**src/rtl/ysyx_22040125_lsu.sv**
```systemverilog
// Load/store unit: one single-beat 64-bit memory access per request, with
// alignment/funct3 checking ahead of the bus and sign/zero extension of loads.
module ysyx_22040125_lsu #(
    parameter int unsigned ADDR_W = 32,
    parameter int unsigned XLEN   = 64
) (
    input  logic              clk,
    input  logic              rst,
    input  logic              req_valid,
    output logic              req_ready,
    input  logic [63:0]       req_addr,
    input  logic [XLEN-1:0]   req_wdata,
    input  logic [2:0]        req_funct3,
    input  logic              req_store,
    output logic              mem_req_valid,
    input  logic              mem_req_ready,
    output logic [ADDR_W-1:0] mem_addr,
    output logic              mem_wen,
    output logic [XLEN-1:0]   mem_wdata,
    output logic [7:0]        mem_wmask,
    input  logic              mem_rsp_valid,
    input  logic [XLEN-1:0]   mem_rdata,
    output logic              resp_valid,
    output logic [XLEN-1:0]   resp_data,
    output logic              resp_err
);

    typedef enum logic [1:0] {IDLE, REQ, WAIT, DONE} state_e;

    state_e             state_q, state_d;
    logic [ADDR_W-1:0]  addr_q, addr_d;
    logic [2:0]         off_q, off_d;
    logic [2:0]         f3_q, f3_d;
    logic               store_q, store_d;
    logic [XLEN-1:0]    wdata_q, wdata_d;
    logic [7:0]         wmask_q, wmask_d;
    logic [XLEN-1:0]    rdata_q, rdata_d;
    logic               err_q, err_d;

    logic [2:0]         req_off;
    logic               misaligned;
    logic               bad_f3;
    logic [7:0]         req_mask;
    logic [XLEN-1:0]    rd_shift;
    logic [XLEN-1:0]    rd_ext;

    generate
        if (ADDR_W < 64) begin : g_addr_hi
            logic unused_addr_hi;
            assign unused_addr_hi = ^req_addr[63:ADDR_W];
        end
    endgenerate

    // Legality and byte-lane decode of the incoming request
    always_comb begin
        req_off    = req_addr[2:0];
        misaligned = 1'b0;
        req_mask   = 8'hFF;
        case (req_funct3[1:0])
            2'd0: req_mask = 8'h01 << req_off;
            2'd1: begin
                misaligned = req_off[0];
                req_mask   = 8'h03 << req_off;
            end
            2'd2: begin
                misaligned = |req_off[1:0];
                req_mask   = 8'h0F << req_off;
            end
            default: misaligned = |req_off;
        endcase
        bad_f3 = req_store ? req_funct3[2] : (req_funct3 == 3'b111);
    end

    always_comb begin
        rd_shift = mem_rdata >> {off_q, 3'b000};
        case (f3_q)
            3'b000:  rd_ext = {{(XLEN-8){rd_shift[7]}}, rd_shift[7:0]};
            3'b001:  rd_ext = {{(XLEN-16){rd_shift[15]}}, rd_shift[15:0]};
            3'b010:  rd_ext = {{(XLEN-32){rd_shift[31]}}, rd_shift[31:0]};
            3'b100:  rd_ext = {{(XLEN-8){1'b0}}, rd_shift[7:0]};
            3'b101:  rd_ext = {{(XLEN-16){1'b0}}, rd_shift[15:0]};
            3'b110:  rd_ext = {{(XLEN-32){1'b0}}, rd_shift[31:0]};
            default: rd_ext = rd_shift;
        endcase
    end

    always_comb begin
        state_d = state_q;
        addr_d  = addr_q;
        off_d   = off_q;
        f3_d    = f3_q;
        store_d = store_q;
        wdata_d = wdata_q;
        wmask_d = wmask_q;
        rdata_d = rdata_q;
        err_d   = err_q;
        case (state_q)
            IDLE: begin
                if (req_valid) begin
                    addr_d  = {req_addr[ADDR_W-1:3], 3'b000};
                    off_d   = req_off;
                    f3_d    = req_funct3;
                    store_d = req_store;
                    wdata_d = req_wdata << {req_off, 3'b000};
                    wmask_d = req_mask;
                    rdata_d = '0;
                    err_d   = misaligned | bad_f3;
                    state_d = (misaligned | bad_f3) ? DONE : REQ;
                end
            end
            REQ: begin
                if (mem_req_ready) begin
                    state_d = WAIT;
                end
            end
            WAIT: begin
                if (mem_rsp_valid) begin
                    rdata_d = store_q ? '0 : rd_ext;
                    state_d = DONE;
                end
            end
            default: state_d = IDLE;
        endcase
    end

    always_ff @(posedge clk or posedge rst) begin
        if (rst) begin
            state_q <= IDLE;
            addr_q  <= '0;
            off_q   <= '0;
            f3_q    <= '0;
            store_q <= 1'b0;
            wdata_q <= '0;
            wmask_q <= '0;
            rdata_q <= '0;
            err_q   <= 1'b0;
        end else begin
            state_q <= state_d;
            addr_q  <= addr_d;
            off_q   <= off_d;
            f3_q    <= f3_d;
            store_q <= store_d;
            wdata_q <= wdata_d;
            wmask_q <= wmask_d;
            rdata_q <= rdata_d;
            err_q   <= err_d;
        end
    end

    assign req_ready     = (state_q == IDLE);
    assign mem_req_valid = (state_q == REQ);
    assign mem_wen       = (state_q == REQ) & store_q;
    assign mem_addr      = addr_q;
    assign mem_wdata     = wdata_q;
    assign mem_wmask     = wmask_q;
    assign resp_valid    = (state_q == DONE);
    assign resp_data     = rdata_q;
    assign resp_err      = (state_q == DONE) & err_q;

endmodule

```
**config.mk**
```make
export PLATFORM = sky130hd
export DESIGN_NAME = ysyx_22040125_lsu
export DESIGN_NICKNAME = d
export VERILOG_FILES = /design/src/rtl/ysyx_22040125_lsu.sv
export SDC_FILE = /design/constraint.sdc
export NUM_CORES = 1
export LEC_CHECK = 0
export ABC_AREA = 1
export CAP_MARGIN = 20
export CORE_MARGIN = 4
export CORE_UTILIZATION = 46
export CTS_CLUSTER_SIZE = 14
export DETAILED_ROUTE_END_ITERATION = 12
export PLACE_DENSITY_LB_ADDON = 0.08
export REMOVE_ABC_BUFFERS = 1
export SYNTH_ARGS = -nofsm -noshare
export SYNTH_HDL_FRONTEND = slang
export SYNTH_SLANG_ARGS = --single-unit
```
**constraint.sdc**
```tcl
create_clock -name clk -period 8.38 [get_ports clk]
set_clock_uncertainty 0.05 [all_clocks]
set_input_delay 1.676 -clock clk [delete_from_list [all_inputs] [get_ports clk]]
set_output_delay 1.676 -clock clk [all_outputs]
set_load 0.005 [all_outputs]
```
==> results.md, run 1 <==
- 1st-pass router iterations: 5
- Routed Wire Length: roughly 36000 µm
- Tot Pwr: 0.00494 W
- Setup repair after global routing missed its margin: false
- Cell breakdown of the critical path: clkdlybuf4s50_1 -> inv_1 -> nand2_1 -> inv_2 -> nand2_1 -> inv_2 -> nand2_1 -> a31oi_1
- Post-cts sizing count: 0
- Unique cell type count in the Yosys netlist: 40
- Min Tclk post-route: around 4.4 ns
- Final Core Density: 0.650
- Clk root buf: sky130_fd_sc_hd__clkbuf_16
- Gate count after technology mapping: around 1500
- Count of boundary I/O pins: around 370
- Combinational cell fraction of total power: 0.531
- Required time reported for the critical path endpoint: 8.67 ns
- Post-CTS Setup Bufs: 0
- Most frequent standard cell in the layout excluding fill and tap cells: sky130_fd_sc_hd__nand2_1
- Area growth from synthesis to layout: 38.0%
- Clock tree from TritonCTS: done
- Iteration-0 DRC Markers: 842
- Crit Path Class: in -> reg
- Power density over the cells: 345 nW/µm²
- Layout cell share with drive strength beyond 1: 0.0558
- Clock power share: 0.175
- Clock edge transition at the registers on the reported setup and hold paths: 0.07 ns
- Global-route wire length before repair: 55400 µm
- Worst EP arrival: 4.69 ns
- Synth warnings: 0
- Final setup violation count: 0
- Average via count per standard cell: 5.39
- Core area: 22000 µm²
- Detailed-route via count: 11000
- Register-to-register path setup slack: 5.31 ns
- Switching part of the total power: 0.420
- Max Clock Freq: 0.227 GHz
- Critical path endpoint category: flop
- Mapped Area: 10400 µm²
- Congestion Overflow GR: 0
- Routed wire per std cell: 17.5 µm
- Outcome: completed
- Crit Path Max Fanout: 32
- DP HPWL: 23800 µm
- Critical path's most frequent cell: sky130_fd_sc_hd__nand2_1
- Maximum level of the CTS H-tree: 4
- Drt drc: 0
- Final hold violations: 0
- Syn avg cell area: about 7 µm²
- Setup_tns: 0 ns
- Synth async-reset ratio: 1.00
- Placed Instances: 2004
- Height of the die: 158 µm
- Fill cell count: roughly 2000
- Later-pin clock latency in the skew report: 0.43 ns
- Final nets: between 1500 and 2000
- Max-capacitance violation count: 0
- Post-synthesis register bit count: 175
- Final weighted congestion in routability-driven placement: 0.875
- Quantity of hold-fixing buffers added after cts: 0
- Die Wd: between 150 and 200 µm
- ANT cells: 0
- Most instantiated flip-flop cell in the synthesis netlist: sky130_fd_sc_hd__dfrtp_1
- Int Pwr: 0.00286 W
- Overall die area: 25000 µm²
- Net switching power: between 0.002 and 0.0025 W
- Post-synthesis sequential area ratio: 0.422
- Number of sinks driven by the clock tree: 175
- Final standard cell count with taps included and fillers excluded: 2036
- Actual transition at the worst max-transition pin: 1.06 ns
- Gr usage total: 0.279
- Cell with the largest stage delay on the worst path: sky130_fd_sc_hd__inv_1
- Number of nets with antenna violations after routing: 0
- Relative max-transition margin: 0.291
- HP Class: reg -> reg
- Cts bufs inserted: 17
- Delay-heaviest family, CP: buffers and inverters
- Crit start category: input port
- Initial antenna violation count: 2
- Largest net degree at the start of global routing: 118
- Reported leakage power: 6.86 nW
- Buffers from clock root to sink, at most: 2
- Commonest cells after routing, fill and taps aside: sky130_fd_sc_hd__nand2_1, sky130_fd_sc_hd__clkdlybuf4s50_1, sky130_fd_sc_hd__dfrtp_1
- Via count of the first global-routing pass: 10800
- Period utilisation layout: 0.525
- Max-slew violation total from the final report: 0
- FP Rows: 54
- Number of enable-type register cells in the synthesized netlist: 0
- Starting density of the core: 0.471
- Input/output buffers: 338
- Sequential share of power: 0.294
- VDD IR max: 0.000166 V
- Crit path buffers/inverters: 4
- Largest incremental delay on the critical path: 0.97 ns
-- worst min-delay path, delay by kind of cell (launching register included) --
kind / cells / cell delay [ns]
simple gates: 2 / 0.10
flops: 1 / 0.34
-- sequential cells by signal (all words and copies together), names as in the netlist --
name and flops:
mem_wdata 64, resp_data 64, mem_addr 29, mem_wmask 8, f3_q 3, off_q 3, state_q 2, err_q 1
store_q 1
-- metal layers --
metal  routed length [µm]  GRT usage  up-vias
li1                     -          -     5326
met1                13900      0.344     5097
met2                17100      0.470      485
met3                 3810     0.0902       62
met4                  831     0.0804        4
met5                   21          0        -
-- stage by stage --
step / hold WS (ns) / setup slack [ns] / area (µm²)
after floorplan: 0.399 / 1.91 / 9840
after global placement: 0.410 / 3.67 / 13700
after detailed placement: 0.414 / 3.63 / 13700
after CTS: 0.433 / 4.06 / 14300
after global routing: 0.439 / 3.75 / 14300
final: 0.428 / 3.98 / 14300
-- synth_stat cells, types with 2 or more instances --
master	n	area share
sky130_fd_sc_hd__a21oi_1	87	0.042
sky130_fd_sc_hd__a22o_1	11	0.0093
sky130_fd_sc_hd__a31oi_1	20	0.012
sky130_fd_sc_hd__a32o_1	8	0.0077
sky130_fd_sc_hd__and2_1	5	0.0030
sky130_fd_sc_hd__buf_1	5	0.0018
sky130_fd_sc_hd__buf_2	41	0.020
sky130_fd_sc_hd__buf_4	4	0.0029
sky130_fd_sc_hd__buf_6	7	0.0076
sky130_fd_sc_hd__buf_8	2	0.0029
sky130_fd_sc_hd__clkbuf_1	47	0.017
sky130_fd_sc_hd__clkinv_1	2	0.00072
sky130_fd_sc_hd__dfrtp_1	175	0.42
sky130_fd_sc_hd__ha_1	9	0.011
sky130_fd_sc_hd__inv_1	57	0.021
sky130_fd_sc_hd__inv_2	8	0.0029
sky130_fd_sc_hd__inv_6	2	0.0017
sky130_fd_sc_hd__mux2i_1	2	0.0019
sky130_fd_sc_hd__nand2_1	606	0.22
sky130_fd_sc_hd__nand2_2	23	0.014
sky130_fd_sc_hd__nand2_4	2	0.0022
sky130_fd_sc_hd__nand3_1	64	0.031
sky130_fd_sc_hd__nor2_1	80	0.029
sky130_fd_sc_hd__nor3_1	3	0.0014
sky130_fd_sc_hd__o211ai_1	25	0.018
sky130_fd_sc_hd__o21a_1	11	0.0080
sky130_fd_sc_hd__o21ai_0	135	0.065
sky130_fd_sc_hd__o21ai_1	5	0.0024
sky130_fd_sc_hd__o221ai_1	2	0.0017
sky130_fd_sc_hd__o22ai_1	10	0.0060
sky130_fd_sc_hd__o31ai_1	3	0.0022
sky130_fd_sc_hd__or2_2	10	0.0060
-- path summary, 6_finish.rpt --
kind	startpoint	end	cells after the start
worst max-delay path	req_addr[1]	mem_wdata[34]$_DFFE_PP0P_	8
worst min-delay path	resp_data[20]$_DFFE_PP0P_	resp_data[20]$_DFFE_PP0P_	2
worst max register to register	state_q[0]$_DFFE_PP0P_	mem_wmask[2]$_DFFE_PP0P_	6
worst min register to register	resp_data[20]$_DFFE_PP0P_	resp_data[20]$_DFFE_PP0P_	2
max in group asynchronous	rst	off_q[1]$_DFFE_PP0P_	3
min in group asynchronous	rst	resp_data[26]$_DFFE_PP0P_	2
-- kinds of logic (layout without fill, tap and decap cells) --
logic type      Yosys count  after routing  share of synthesized area
flops                   175            175                      0.422
simple gates            798            798                      0.311
buf+inv                 175            450                     0.0779
fa+ha+maj                 9              9                     0.0109
other cells               1              3                   0.000361
mux                       2              2                    0.00193
compound gates          319            319                      0.176
-- power groups by stage --
stage | registers, W | clock network, W | logic (W)
2_1_floorplan | 0.00150 | 0 | 0.00126
3_3_place_gp | 0.00145 | 0 | 0.00258
3_5_place_dp | 0.00146 | 0 | 0.00262
4_1_cts | 0.00145 | 0.000884 | 0.00264
5_1_grt | 0.00150 | 0.000921 | 0.00291
6_report | 0.00145 | 0.000866 | 0.00262
-- layout make-up --
cell class,instances,area (µm²),area share
tap,280,350,0.0245
clock buffer,18,439,0.0307
clock inverter,14,195,0.0136
multi-input combinational,1131,5210,0.364
sequential,175,4380,0.306
inverter,69,277,0.0193
timing repair buffer,349,3460,0.242
(Power assumes the default switching activity.)
==> run 2, diff against run 1 <==
Clock period 8.38 ns to 4.1 ns, I/O delays scaled along.
==> results.md, run 2 (same netlist as run 1, synthesis figures left out) <==
- Buffers from clock root to sink, at most: 2
- Worst Setup Slack post-DPL: 0.672 ns
- Max-slew violation total from the final report: 0
- Input/output buffers: 338
- Cell breakdown of the critical path: clkdlybuf4s50_1 -> inv_1 -> nand2_1 -> clkinv_1 -> a21oi_1 -> o21ai_0 -> nor2_1 -> nor2_1
- Detailed-route via count: 11000
- Largest net degree at the start of global routing: 103
- Final nets: 1967
- Most frequent standard cell in the layout excluding fill and tap cells: sky130_fd_sc_hd__nand2_1
- Final weighted congestion in routability-driven placement: 0.885
- Required time reported for the critical path endpoint: 4.37 ns
- Die Wd: 158 µm
- Gr usage total: 0.279
- Crit Path Max Fanout: 18
- Worst setup slack after layout: 1.02 ns
- Final Core Density: 0.654
- Critical path's most frequent cell: sky130_fd_sc_hd__nor2_1
- Met3 WL: approximately 4100 µm
- Routed Wire Length: 35500 µm
- Quantity of hold-fixing buffers added after cts: 0
- Clock edge transition at the registers on the reported setup and hold paths: 0.07 ns
- Worst EP arrival: 3.36 ns
- Post-cts sizing count: 0
- Max Clock Freq: 0.324 GHz
- Wire length on met2: roughly 17000 µm
- Overall die area: 25000 µm²
- Clock tree from TritonCTS: done
- Maximum level of the CTS H-tree: 4
- Number of nets with antenna violations after routing: 0
- DP HPWL: 24500 µm
- Top sig layer: met5
- Average via count per standard cell: 5.34
- Critical path endpoint category: flop
- Global-route wire length before repair: ~56000 µm
- Register-to-register path setup slack: 1.28 ns
- Clk root buf: sky130_fd_sc_hd__clkbuf_16
- Commonest cells after routing, fill and taps aside: sky130_fd_sc_hd__nand2_1, sky130_fd_sc_hd__clkdlybuf4s50_1, sky130_fd_sc_hd__dfrtp_1
- Period utilisation layout: 0.752
- VDD IR max: 0.000383 V
- Met1 layer wirelength in the final routing: roughly 14000 µm
- Relative max-transition margin: 0.323
- Final hold violations: 0
- Outcome: completed
- Reported leakage power: 6.92 nW
- Crit start category: input port
- Largest incremental delay on the critical path: 0.70 ns
- Via count of the first global-routing pass: 10500
- Cts bufs inserted: 17
- Cell with the largest stage delay on the worst path: sky130_fd_sc_hd__clkinv_1
- Drt drc: 0
- 1st-pass router iterations: 5
- Starting density of the core: 0.471
- Area growth from synthesis to layout: 38.9%
- Actual transition at the worst max-transition pin: 1.01 ns
- Min Tclk post-route: between 3 and 4 ns
- Final setup violation count: 0
- Number of sinks driven by the clock tree: 175
- Routed wire per std cell: 17.3 µm
- Initial antenna violation count: 3
- Core area: 22000 µm²
- HP Class: reg -> reg
- Layout cell share with drive strength beyond 1: 0.0633
- Crit Path Class: in -> reg
- FP Rows: 54
- Height of the die: between 150 and 200 µm
- Later-pin clock latency in the skew report: 0.42 ns
- Max-capacitance violation count: 0
- Iteration-0 DRC Markers: 876
- Setup repair after global routing missed its margin: false
- Congestion Overflow GR: 0
- Post-CTS Setup Bufs: 0
- Count of boundary I/O pins: about 370
- Power density over the cells: about 700 nW/µm²
[run 2: changes by cell type in the layout (fill, tap and decap cells not counted), sizes merged]
| cell | before | now |
|---|---|---|
| clkinv | 4 | 7 |
| diode | 0 | 1 |
| buf | 12 | 26 |
| inv | 75 | 71 |
| clkinvlp | 1 | 2 |
[run 2: path summary, 6_finish.rpt]
path,to,startpoint,cells after the start
max in group asynchronous,resp_data[22]$_DFFE_PP0P_,rst,3
setup / recovery,mem_wdata[57]$_DFFE_PP0P_,req_addr[2],8
hold / removal,mem_addr[22]$_DFFE_PP0P_,mem_addr[22]$_DFFE_PP0P_,2
setup reg to reg,mem_wdata[24]$_DFFE_PP0P_,state_q[0]$_DFFE_PP0P_,6
min in group asynchronous,resp_data[42]$_DFFE_PP0P_,rst,2
hold reg to reg,mem_addr[22]$_DFFE_PP0P_,mem_addr[22]$_DFFE_PP0P_,2
[run 2: area by class of cell]
type | count | area [µm²]
Fill cell | 1955 | 7620
Multi-Input combinational cell | 1131 | 5210
Sequential cell | 175 | 4380
Timing Repair Buffer | 363 | 3570
Clock buffer | 18 | 439
Tap cell | 280 | 350
Inverter | 69 | 277
Clock inverter | 14 | 179
Antenna cell | 1 | 2.50
[run 2: routing by layer]
metal  track usage  vias to the layer above
met2         0.464                      514
li1              -                     5348
met5             0                        -
met3        0.0897                       59
met4        0.0760                        6
met1         0.351                     5034
[run 2: worst max-delay path: cells and delay by family]
| family | cells | cell delay [ns] |
|---|---|---|
| buffers and inverters | 3 | 1.41 |
| and+or+nand+nor | 3 | 0.66 |
| AOI/OAI and AO/OA | 2 | 0.44 |
[run 2: power by group]
group	total (W)	internal, W	switching, W
Combinational	0.00539	0.00242	0.00297
Sequential	0.00297	0.00247	0.000497
Clock	0.00173	0.000987	0.000742
[run 2: metrics by stage]
stage | instances | hold slack [ns] | instance area (µm²) | total power [W] | TNS (ns)
2_1_floorplan | 1375 | 0.399 | 9840 | 0.00565 | -265.16
3_3_place_gp | 2018 | 0.411 | 13800 | 0.00829 | 0
3_5_place_dp | 2018 | 0.414 | 13800 | 0.00838 | 0
4_1_cts | 2050 | 0.432 | 14400 | 0.0101 | 0
5_1_grt | 2050 | 0.451 | 14400 | 0.0109 | 0
6_report | 2051 | 0.428 | 14400 | 0.0101 | 0
==> run 3, diff against run 2 <==
Clock period 4.1 ns to 3.1 ns, I/O delays scaled along.
==> results.md, run 3 (same netlist as run 1, synthesis figures left out) <==
- ANT cells: 0
- Critical path origin: state_q[0]$_DFFE_PP0P_
- Max-capacitance violation count: 0
- Worst hold endpoint: mem_wdata[42]$_DFFE_PP0P_
- Outcome: completed
- Commonest cells after routing, fill and taps aside: sky130_fd_sc_hd__nand2_1, sky130_fd_sc_hd__clkdlybuf4s50_1, sky130_fd_sc_hd__dfrtp_1
- Gr usage total: 0.279
- Setup_tns: 0 ns
- Final nets: 1971
- Layout cell share with drive strength beyond 1: 0.0654
- Initial antenna violation count: 1
- Cell with the largest stage delay on the worst path: sky130_fd_sc_hd__nor2_2
- Most frequent standard cell in the layout excluding fill and tap cells: sky130_fd_sc_hd__nand2_1
- Final hold violations: 0
- Later-pin clock latency in the skew report: 0.44 ns
- Routed wire per std cell: 17.4 µm
- Overall die area: 25000 µm²
- Quantity of hold-fixing buffers added after cts: 0
- Buffers from clock root to sink, at most: 2
- 1st-pass router iterations: 6
- Reg2Reg Depth: 6
- VDD IR max: 0.000467 V
- Global-route wire length before repair: 55000 µm
- Core area: between 20000 and 25000 µm²
- HP Class: reg -> reg
- Worst min-delay path startpoint: mem_wdata[42]$_DFFE_PP0P_
- Crit start category: flop
- Relative max-transition margin: 0.339
- Reported leakage power: 6.95 nW
- Period utilisation layout: 0.876
- Detailed-route via count: 11000
- Clock edge transition at the registers on the reported setup and hold paths: 0.08 ns
- Height of the die: between 150 and 200 µm
- Worst EP arrival: 3.02 ns
- Required time reported for the critical path endpoint: 3.40 ns
- Congestion Overflow GR: 0
- Cts bufs inserted: 17
- Tot Pwr: between 0.01 and 0.015 W
- Max Clock Freq: ~0.37 GHz
- Cell breakdown of the critical path: inv_1 -> ha_1 -> nand2_4 -> nor2_2 -> inv_1 -> o21ai_0
- Area growth from synthesis to layout: 39.4%
- Post-cts sizing count: 0
- FP Rows: 54
- Clock tree from TritonCTS: done
- Largest net degree at the start of global routing: 101
- Final weighted congestion in routability-driven placement: 0.876
- Routed Wire Length: 35800 µm
- Final standard cell count with taps included and fillers excluded: 2054
- Placed Instances: 2022
- Critical path endpoint category: flop
- Post-CTS Setup Bufs: 0
- Number of sinks driven by the clock tree: 175
- Starting density of the core: 0.471
- Reg-to-reg endpoint: mem_wdata[29]$_DFFE_PP0P_
- Power density over the cells: 917 nW/µm²
- Average via count per standard cell: 5.37
- Actual transition at the worst max-transition pin: 0.990 ns
- Drt drc: 0
- Fill cell count: 1934
- Launch instance of the worst register-to-register path: state_q[0]$_DFFE_PP0P_
- Final setup violation count: 0
- Clk root buf: sky130_fd_sc_hd__clkbuf_16
- Iteration-0 DRC Markers: 774
- Die Wd: 158 µm
- Register-to-register path setup slack: around 0.39 ns
- Largest incremental delay on the critical path: 0.76 ns
- Via count of the first global-routing pass: 10600
- DP HPWL: 24800 µm
- Crit Path Max Fanout: 19
- Setup repair after global routing missed its margin: false
- Count of boundary I/O pins: approximately 370
- Critical path's most frequent cell: sky130_fd_sc_hd__inv_1
- Min Tclk post-route: 2.71 ns
- Crit Path Class: reg -> reg
- Maximum level of the CTS H-tree: 4
- Max-slew violation total from the final report: 0
- Hold Path Stages: 2
- Input/output buffers: 338
- Number of nets with antenna violations after routing: 0
==> run 3: cell types whose count changed in the layout (fill, tap and decap cells not counted), moves of 2 or more <==
cell                        delta
sky130_fd_sc_hd__bufinv_16     -3
sky130_fd_sc_hd__buf_12        +6
sky130_fd_sc_hd__buf_4         -2
sky130_fd_sc_hd__inv_8         +5
==> run 3: power breakdown <==
| part | internal, W | switching [W] | total, W | leakage (nW) |
|---|---|---|---|---|
| Clock | 0.00107 | 0.00107 | 0.00215 | 0.280 |
| Sequential | 0.00327 | 0.000626 | 0.00389 | 2.23 |
| Combinational | 0.00326 | 0.00396 | 0.00722 | 4.43 |
| Total | 0.00760 | 0.00566 | 0.0133 | 6.95 |
==> run 3: through the flow <==
| step | hold WS, ns | setup WS, ns | utilization | cell area [µm²] |
|---|---|---|---|---|
| floorplan | 0.399 | -2.32 | - | 9840 |
| global placement | 0.411 | 0.0752 | 0.631 | 13900 |
| detailed placement | 0.414 | -0.0117 | 0.631 | 13900 |
| CTS | 0.432 | 0.339 | 0.656 | 14500 |
| global route | 0.445 | 0.195 | 0.656 | 14500 |
| finish | 0.428 | 0.385 | 0.656 | 14500 |
==> run 3: final cells by class <==
type                            count  area [µm²]  share of cell area
Sequential cell                   175        4380               0.303
Inverter                           69         277              0.0191
Timing Repair Buffer              367        3670               0.254
Multi-Input combinational cell   1131        5210               0.360
Clock buffer                       17         425              0.0294
Tap cell                          280         350              0.0242
Clock inverter                     15         141             0.00978
==> run 3: worst max-delay path by stage <==
stage | endpoint | slack, ns | cells past startpoint
after floorplan | err_q$_DFFE_PP0P_ | -2.32 | 1
after global placement | mem_wdata[25]$_DFFE_PP0P_ | 0.08 | 5
after detailed placement | mem_wdata[27]$_DFFE_PP0P_ | -0.01 | 5
after CTS | mem_wdata[10]$_DFFE_PP0P_ | 0.34 | 6
after global routing | mem_wmask[3]$_DFFE_PP0P_ | 0.20 | 6
final | mem_wdata[29]$_DFFE_PP0P_ | 0.39 | 6
==> run 3: worst max-delay path, delay by kind of cell, from the launching register on <==
family / cells / cell delay [ns]
adders and majority gates: 1 / 0.29
DFF: 1 / 0.40
and+or+nand+nor: 2 / 0.86
AOI/OAI and AO/OA: 1 / 0.32
buffers and inverters: 2 / 0.69
==> run 3: metal layers <==
layer | vias to the layer above | part of all wire | global-route usage
li1 | 5349 | - | -
met4 | 2 | 0.025 | 0.0967
met2 | 515 | 0.48 | 0.458
met3 | 67 | 0.10 | 0.0908
met5 | - | 0.00036 | 0
met1 | 5092 | 0.40 | 0.345
==> RTL edit 1: new RTL, flow settings as in run 1 <==
Change the parameter `ADDR_W` from 32 to 40.
--- a/src/rtl/ysyx_22040125_lsu.sv
+++ b/src/rtl/ysyx_22040125_lsu.sv
@@ -3,3 +3,3 @@
 module ysyx_22040125_lsu #(
-    parameter int unsigned ADDR_W = 32,
+    parameter int unsigned ADDR_W = 40,
     parameter int unsigned XLEN   = 64
Ports: changed (resized mem_addr); port bits go from 374 to 382. The function was not compared with the original's and may differ.
==> RTL edit 1 against run 1 <==
Power increased by 2.7%; worst setup slack better by 540 ps; routed wire length is 4.9% higher; cell area grew 5.1%; count of clock-buffer cells in the layout down 1; sequential cell count rose by 8; area after synthesis is 4.9% higher; critical path type unchanged; critical endpoint is now mem_wdata[45]$_DFFE_PP0P_; largest cell class unchanged; highest routed layer is now met4.
==> RTL edit 1: results <==
[setup_path]
slowest_delay_ps = 630
r2r_slack_ps = 5030
r2r_start = "off_q[1]$_DFFE_PP0P_"
cp.arrival_ps = 4130
endpoint = "mem_wdata[45]$_DFFE_PP0P_"
timing.rr.end = "resp_data[62]$_DFFE_PP0P_"
cp_slowest_cell = "buf_4"
reg2regPathDepth = 9
crit_path_start = "req_valid"

[pwr]
p_leak_nw = 7.13
ir_drop_v = 0.000223
switchingPower_mw = 2.17

[final_layout]
nets = 2023
instances_no_fill = 2146
multi_input_cells = 1162
multi_input_area_share_pct = 36.3
layout-drive-gt1-share_pct = 6.02
clock_area_share_pct = 3.88
fillCellCount = 2162
signal_buffers = 369
n_clock_buffer = 17

[clock_tree]
cts.sinks = 183

[global_routing]
grtUsageTotal_pct = 27.9
grt.met1_usage_pct = 35.5
first_global_vias = 11100
antenna_found_initial = 1
met2_usage_pct = 45.8
grt_pass1_wl_um = 59000
grt_max_degree = 114

[synthesis]
synth_seq_area_share_pct = 42.1
postSynthAreaPerCell_um2 = 7.09
synthAdderAreaFrac_pct = 1.03

[outcome]
status = "completed"

[sta]
slew_headroom_pct = 27.7
holdWs_ps = 428

[place]
placed_cells = 2111
gp_congestion = 0.871
placed_area_um2 = 14400

[route]
via_per_inst = 5.37
wl_met1_um = 15100
routed_wl_um = 37400

[min_path]
holdPathEnd = "resp_data[52]$_DFFE_PP0P_"

[die]
taps = 319
-- RTL edit 1: cell types whose count changed in the layout (fill, tap and decap cells not counted), moves of 5 or more --
| cell | delta |
|---|---|
| nand3_1 | +36 |
| o21ai_2 | +30 |
| nand2_1 | -22 |
| nand2_2 | -17 |
| clkdlybuf4s50_1 | +16 |
| inv_1 | +16 |
| o21a_1 | -10 |
| dfrtp_1 | +8 |
| nor2_1 | +7 |
| o21ai_0 | +7 |
| or2_2 | -7 |
| a22o_1 | +5 |
| o21ai_1 | +5 |
-- RTL edit 1: power groups by stage --
stage	registers [mW]	logic, mW	clock network (mW)
after floorplan	1.60	1.26	0
after global placement	1.55	2.67	0
after detailed placement	1.55	2.71	0
after CTS	1.55	2.72	0.818
after global routing	1.60	3.00	0.853
final	1.55	2.72	0.806
-- RTL edit 1: cell families after synthesis --
logic type | count (synthesis)
simple gates | 795
flops | 183
fa+ha+maj | 9
other cells | 1
buf+inv | 193
mux | 1
compound gates | 354
==> RTL edit 2: new RTL, flow settings as in run 1 <==
Made on the original files. Take the reset off `wdata_q` and load it in a clocked block of its own.
--- a/src/rtl/ysyx_22040125_lsu.sv
+++ b/src/rtl/ysyx_22040125_lsu.sv
@@ -132,3 +132,2 @@
             store_q <= 1'b0;
-            wdata_q <= '0;
             wmask_q <= '0;
@@ -142,3 +141,2 @@
             store_q <= store_d;
-            wdata_q <= wdata_d;
             wmask_q <= wmask_d;
@@ -147,2 +145,6 @@
         end
+    end
+
+    always_ff @(posedge clk) begin
+        wdata_q <= wdata_d;
     end
Formal check against the unedited RTL: not equivalent (a bounded check fails within 4 cycles, from zero or initial values and one cycle with rst high).
==> RTL edit 2 against run 1 <==
Routed wire length is 4.5% lower; worst setup slack worse by 390 ps; sequential cell count stayed put; via count is 2.6% lower; cell area is 0.26% higher; non-clock buffer count is 4 higher; area after synthesis is 0.11% lower; critical path depth stayed put; clock power is 5.1% lower; power is 8.6% lower; count of clock-buffer cells in the layout is 1 lower; final cell count is 2.4% lower; die area is 0.10% lower; critical path type unchanged; largest power group unchanged.
==> RTL edit 2: results <==
[global_routing]
grtUsageTotal_pct = 26.5
grt.met1_usage_pct = 34.0
grt_use_met3_pct = 7.98
antenna_found_initial = 4
grt_max_degree = 90
first_global_vias = 10100
grt_pass1_wl_um = 52400
met2_usage_pct = 41.7

[synthesis]
synth_seq_area_share_pct = 45.4
yosys-top-cells-area = "dfrtp_1 27%, nand2_1 20%, edfxtp_1 19%"
synth_cell_types = 37
synthTopCellsByCount = "558 x nand2_1, 122 x nand3_1, 111 x dfrtp_1"
synth_enable_flop_cells = 64
postSynth.asyncResetShare_pct = 63.4

[route]
wire_per_inst_um = 17.1
vias = 10700
dr.pass1.iters = 7
met2RoutedLength_um = 15700
drt_iter0_markers = 802

[place]
post-place-ws_ps = 3170
placed_area_um2 = 13700
gp_congestion = 0.879

[setup_path]
cp.arrival_ps = 5090
crit_fanout = 39
reg2regPathDepth = 9
cp_slowest_cell = "nor2_2"
r2r_start = "off_q[1]$_DFFE_PP0P_"
timing.rr.end = "resp_data[57]$_DFFE_PP0P_"
endpoint = "mem_wmask[6]$_DFFE_PP0P_"
slowest_delay_ps = 890
r2r_slack_ps = 5160

[pwr]
swShare_pct = 41.7
p_int_mw = 2.63
ir_drop_v = 0.000254
p_leak_nw = 6.63
pwr-share-seq_pct = 31.4
pwr-share-comb_pct = 50.4

[clock_tree]
cts_setup_buffers = 0
cts_buffers = 17
clkTransAtPathRegs_ps = 80

[final_layout]
instances_no_fill = 1988
layout-drive-gt1-share_pct = 4.28
nets = 1903

[sta]
timing.fmax_ghz = 0.209
holdWs_ps = 429
slew_headroom_pct = 27.7

[outcome]
status = "completed"

[min_path]
hold_start = "resp_data[34]$_DFFE_PP0P_"
holdPathEnd = "resp_data[34]$_DFFE_PP0P_"
[RTL edit 2: final cells by class]
| type | count | area (um^2) |
|---|---|---|
| Sequential cell | 175 | 4700 |
| Fill cell | 1907 | 7610 |
| Inverter | 92 | 350 |
| Multi-Input combinational cell | 1054 | 4810 |
| Tap cell | 280 | 350 |
| Clock buffer | 17 | 425 |
| Timing Repair Buffer | 353 | 3540 |
| Antenna cell | 2 | 5.00 |
| Clock inverter | 15 | 169 |
[RTL edit 2: logic make-up (layout without fill, tap and decap cells)]
family                     after synthesis  in the layout  share of synthesized area, %
and+or+nand+nor                        769            769                          30.1
adders and majority gates                9              9                          1.09
DFF                                    175            175                          45.4
AOI/OAI and AO/OA                      265            265                          14.3
other                                    1              5                        0.0362
buffers and inverters                  192            477                          8.27
muxes                                    8              8                         0.773
[RTL edit 2: tightest hold or removal path, stage by stage (launching register included)]
cell	delay, ps
dfrtp_1	340
nand2_1	50
nand2_1	60
